File: config.mk
export PLATFORM = sky130hd
export DESIGN_NAME = wm8731_deserializer
export DESIGN_NICKNAME = d
export VERILOG_FILES = /design/src/rtl/wm8731_deserializer.sv
export SDC_FILE = /design/constraint.sdc
export NUM_CORES = 1
export LEC_CHECK = 0
export CORE_MARGIN = 1
export CORE_UTILIZATION = 50
export CTS_CLUSTER_DIAMETER = 200
export DETAILED_ROUTE_END_ITERATION = 10
export PLACE_DENSITY = 0.81
export SETUP_SLACK_MARGIN = 0.2
export SLEW_MARGIN = 20
export SYNTH_ARGS = -nofsm -noshare
export SYNTH_HDL_FRONTEND = slang
export SYNTH_SLANG_ARGS = --single-unit
File: constraint.sdc
create_clock -name clk -period 1.9 [get_ports clk]
set_input_delay 0.285 -clock clk [delete_from_list [all_inputs] [get_ports clk]]
set_output_delay 0.285 -clock clk [all_outputs]
set_load 0.01 [all_outputs]
File: src/rtl/wm8731_deserializer.sv
// rtl/wm8731_deserializer.sv - WM8731 ADCDAT receiver: left-justified stereo frames to parallel samples
// Optional averaged mono output when WM8731_ADC_MONO_MIX_EN is defined.
module wm8731_deserializer #(
  parameter int DATA_W      = 16,
  parameter int SYNC_STAGES = 2
) (
  input  logic              clk,
  input  logic              reset,
  input  logic              en32k,
  input  logic              bclk,
  input  logic              adc_dat,
  output logic              adc_lr_ck,
  output logic [DATA_W-1:0] audio_l,
  output logic [DATA_W-1:0] audio_r,
  output logic              audio_valid,
`ifdef WM8731_ADC_MONO_MIX_EN
  output logic [DATA_W-1:0] audio_mix,
`endif
  output logic              locked
);
  localparam int CNT_W = $clog2(2 * DATA_W);
  localparam logic [CNT_W-1:0] LAST_L  = CNT_W'(DATA_W - 1);
  localparam logic [CNT_W-1:0] FIRST_R = CNT_W'(DATA_W);
  localparam logic [CNT_W-1:0] LAST_R  = CNT_W'(2 * DATA_W - 1);

  typedef enum logic {ALIGN, RUN} state_t;
  state_t state, state_nx;

  logic [SYNC_STAGES-1:0] sync_q;
  logic                   dat_s, bclk_q, rise, fall, do_align, sample_en;
  logic [CNT_W-1:0]       bit_cnt, cnt_nx;
  logic [DATA_W-2:0]      sh_l, sh_r;
  logic [DATA_W-1:0]      hold_l, word_l, word_r;

  assign dat_s  = sync_q[SYNC_STAGES-1];
  assign rise   = bclk & ~bclk_q;
  assign fall   = ~bclk & bclk_q;
  assign word_l = {sh_l, dat_s};
  assign word_r = {sh_r, dat_s};
  // Before the first alignment the counter is meaningless, so early rises are dropped.
  assign sample_en = rise && (state == RUN || locked);

`ifdef WM8731_ADC_MONO_MIX_EN
  logic signed [DATA_W:0]  mix_sum;
  logic        [DATA_W-1:0] mix_avg;
  assign mix_sum = $signed({hold_l[DATA_W-1], hold_l}) + $signed({word_r[DATA_W-1], word_r});
  assign mix_avg = DATA_W'(mix_sum >>> 1);
`endif

  always_ff @(posedge clk or negedge reset) begin
    if (!reset) state <= ALIGN;
    else        state <= state_nx;
  end

  always_comb begin
    state_nx = state;
    do_align = 1'b0;
    case (state)
      ALIGN: if (fall) begin
        state_nx = RUN;
        do_align = 1'b1;
      end
      RUN: if (en32k && fall) do_align = 1'b1;
           else if (en32k)    state_nx = ALIGN;
      default: state_nx = ALIGN;
    endcase
    cnt_nx = do_align ? '0 : bit_cnt + CNT_W'(1);
  end

  always_ff @(posedge clk or negedge reset) begin
    if (!reset) begin
      sync_q      <= '0;
      bclk_q      <= 1'b0;
      bit_cnt     <= '0;
      adc_lr_ck   <= 1'b1;
      sh_l        <= '0;
      sh_r        <= '0;
      hold_l      <= '0;
      audio_l     <= '0;
      audio_r     <= '0;
      audio_valid <= 1'b0;
      locked      <= 1'b0;
`ifdef WM8731_ADC_MONO_MIX_EN
      audio_mix   <= '0;
`endif
    end else begin
      sync_q      <= {sync_q[SYNC_STAGES-2:0], adc_dat};
      bclk_q      <= bclk;
      audio_valid <= 1'b0;
      if (fall) begin
        bit_cnt   <= cnt_nx;
        adc_lr_ck <= ~cnt_nx[CNT_W-1];
        if (do_align) begin
          sh_l <= '0;
          sh_r <= '0;
          // A steady-state en32k lands on the 31->0 wrap and changes nothing.
          if (bit_cnt != LAST_R) locked <= 1'b0;
        end
      end else if (sample_en) begin
        if (bit_cnt < FIRST_R) begin
          sh_l <= word_l[DATA_W-2:0];
          if (bit_cnt == LAST_L) hold_l <= word_l;
        end else begin
          sh_r <= word_r[DATA_W-2:0];
          if (bit_cnt == LAST_R) begin
            audio_l     <= hold_l;
            audio_r     <= word_r;
            audio_valid <= 1'b1;
            locked      <= 1'b1;
`ifdef WM8731_ADC_MONO_MIX_EN
            audio_mix   <= mix_avg;
`endif
          end
        end
      end
    end
  end
endmodule
==> results.md <==
* Most frequent cell after synthesis: dfrtp_1
* Main synth FF type: dfrtp_1
* GPL Wtd Cong at approximately 0.80
* Clock tree buffer depth at 2
* Final period util at 102%
* Die Wd at around 90 µm
* Power Total at between 3 and 4 mW
* Achievable Freq at around 0.5 GHz
* Peak VDD IR at ~0.00045 V
* Fin nets at 340
* Critical path startpoint category: flip-flop
* Worst-path clk slew at about 0.08 ns
* R2r endpoint: audio_r[9]$_DFFE_PN0P_
* CP max stage delay at 0.38 ns
* CP Cell Sequence: ha_2 -> and3_4 -> ha_4 -> nand2_4 -> nor3_4 -> buf_6 -> clkbuf_16 -> mux2_2
* RSZ-0062 raised after global routing: yes
* Synth top cells by count: dfrtp_1, mux2_2, o21ai_0
* Seq/Total Area, Yosys at about three fifths
* Crit path capture: audio_r[9]$_DFFE_PN0P_
* Setup TNS at -0.124 ns
* Pwr Density at a little over 700 nW/µm²
* Status: finished, violations left
* HP Start: sync_q[0]$_DFF_PN0_
* Clock Skew at slightly below 0.009 ns
* Initial Util at 53.0%
* Area delta synth->final at 30.8%
* Initial antenna violation count at 0
* RR Startpoint: bit_cnt[0]$_DFFE_PN0P_
* First-pass GRT wire length at between 10000 and 15000 µm
* MaxCap Viol Count at 0
* Number of cells on the critical path at 8
* Drt wl/cell at around 17 µm
* CP Max Fanout at 8
* Slew @ Worst Pin at 0.452 ns
* H-tree Lvls at 3
* Final Max Tran Viols at 0
* CTS tree: done
* Layout filler cell count at 491
* Area share of the largest cell type after synthesis at about three fifths
* Synthesis Warnings at 0
* Placed cell area at 4340 µm²
* Count of final setup violators at 4
* CP required at around 2.1 ns
* FP Rows at 30
* 1st-pass router iterations at 4
* Final core occ at between 60% and 70%
* Routed wire length at 7390 µm
* CP endpoint kind: flip-flop
* Cell variety after synth at 28
* Diodes inserted at 0
* Synth area leaders: dfrtp_1, mux2_2, mux2_4
* Drt drc at 0
* Dpl hpwl at roughly 4500 µm
* Initial DRC count at roughly 120
* Core area at between 6000 and 7000 µm²
* Die Height at ~88 µm
* Gate Count Post-Synth at roughly 270
* Syn Std Cell Area at 3700 µm²
* GR Overflow Total at 0
* CTS root buf: clkbuf_8
* Final worst path period need at ~2 ns
* IO buf count at 39
* I/O pin cnt at 40
* Setup slack after layout at -0.0472 ns
* Final hold vios at 0
* Worst-case reg-to-reg path depth at 8
* Worst Hold Class: flip-flop to flip-flop
* Crit path from: bit_cnt[0]$_DFFE_PN0P_
* Total Routing Usage GR at 20.5%
* EDFF count, synth at 0
* Vias in the first global route at 2372
* Post-Syn Nets at 273
* Slew HR at ~70%
* Crit path max-delay family: simple AND/OR/NAND/NOR gates
* CP bufs+invs at 2
* Vias per inst at between 5 and 6
* Post-route ant nets at 0
* Leakage power at approximately 2.4 nW
* Slowest cell on crit path: dfrtp_1
* Num CTS Buffers at 9
* Die area at 7750 µm²
* Largest net degree at the start of global routing at 41
* Yosys reg bits at 90
* DR vias at around 2300
* Synth area leader: dfrtp_1
* R2R Setup Slk at -0.05 ns
* CTS sink cnt at 90
* Worst skew pair latency at between 0.3 and 0.4 ns
* Violated checks: negative setup slack
* Crit path DAT at between 2 and 2.5 ns
* Layout cells sized above 1 at around 35%
* Post-synthesis async set-or-reset flop share at 100%
* Avg Cell Area, Syn at about 14 µm²
* Kind of critical path: flip-flop to flip-flop
* Design Area, Final at 4840 µm²
[cell families (layout without fill, tap and decap cells)]
family | after synthesis | count (layout) | share of synthesized area, %
AOI/OAI and AO/OA | 37 | 37 | 5.41
adders and majority gates | 3 | 3 | 1.01
DFF | 90 | 90 | 60.9
buffers and inverters | 32 | 103 | 4.26
muxes | 78 | 78 | 24.5
and+or+nand+nor | 25 | 25 | 3.92
[layer usage]
layer  part of all wire [%]  track usage, %  up-vias
met1                     46            27.9     1179
met4                    1.5            9.24        0
met3                    2.7            3.39       10
li1                       -               -     1048
met5                      0               0        -
met2                     50            32.5       44
[final cells by class]
cell class	count	area (µm²)	area share [%]
clock buffer	13	169	3.49
clock inverter	2	35.0	0.724
sequential	90	2250	46.6
multi-input combinational	143	1450	30.0
tap	96	120	2.48
timing repair buffer	72	748	15.5
inverter	16	60.1	1.24
[registers in the layout (all words and copies together), names as in the netlist]
| name | cells |
|---|---|
| adc_lr_ck | 1 |
| audio_l | 16 |
| audio_r | 16 |
| audio_valid | 1 |
| bclk_q | 1 |
| bit_cnt | 5 |
| hold_l | 16 |
| locked | 1 |
| sh_l | 15 |
| sh_r | 15 |
| state | 1 |
| sync_q | 2 |
[through the flow]
| step | setup slack, ns | std cells | hold slack (ns) |
|---|---|---|---|
| floorplan | 0.0278 | 265 | -0.0106 |
| global placement | -0.0166 | 406 | 0.234 |
| detailed placement | -0.0405 | 406 | 0.239 |
| CTS | 0.0306 | 429 | 0.353 |
| global route | -0.121 | 432 | 0.355 |
| finish | -0.0472 | 432 | 0.352 |
[power by group]
part           leakage [nW]  internal (mW)  switching (mW)
clock network         0.106          0.708           0.626
registers              1.24           1.93          0.0105
logic                  1.06         0.0582          0.0996
[how the worst min path moves through the flow]
| stage | to | slack [ns] | cells past startpoint |
|---|---|---|---|
| after global routing | sync_q[1]$_DFF_PN0_ | 0.35 | 0 |
| after global placement | audio_l[5]$_DFFE_PN0P_ | 0.23 | 1 |
| after floorplan | audio_l[0]$_DFFE_PN0P_ | -0.01 | 0 |
| after CTS | sync_q[1]$_DFF_PN0_ | 0.35 | 0 |
| final | sync_q[1]$_DFF_PN0_ | 0.35 | 0 |
| after detailed placement | audio_l[15]$_DFFE_PN0P_ | 0.24 | 1 |
[cells in the final DEF, fill, tap and decap left out, drive strengths merged, types with 2 or more instances in the layout]
master / n
inv: 16
o21ai: 19
nand3: 3
nand2b: 5
mux2: 61
clkbuf: 14
or3: 2
a21oi: 13
ha: 3
mux2i: 17
dfrtp: 89
clkdlybuf4s50: 37
nand2: 8
nor2b: 2
buf: 32
[what timing repair did]
| item | CTS | global route |
|---|---|---|
| buffers inserted | 6 | 2 |
| setup endpoints to repair | 49 | 61 |
| gates cloned | 1 | 1 |
| endpoints found under the hold margin | 27 | 0 |
| hold buffers | 1 | 0 |
| resized for setup | 26 | 18 |
[worst register-to-register path: stages (launching register included)]
cell and delay (ns):
dfrtp_1 0.38, ha_2 0.20, and3_4 0.20, ha_4 0.14, nand2_4 0.05, nor3_4 0.20, buf_6 0.16, clkbuf_16 0.15
mux2_2 0.34
No activity file was read; power rests on OpenSTA's default activity.
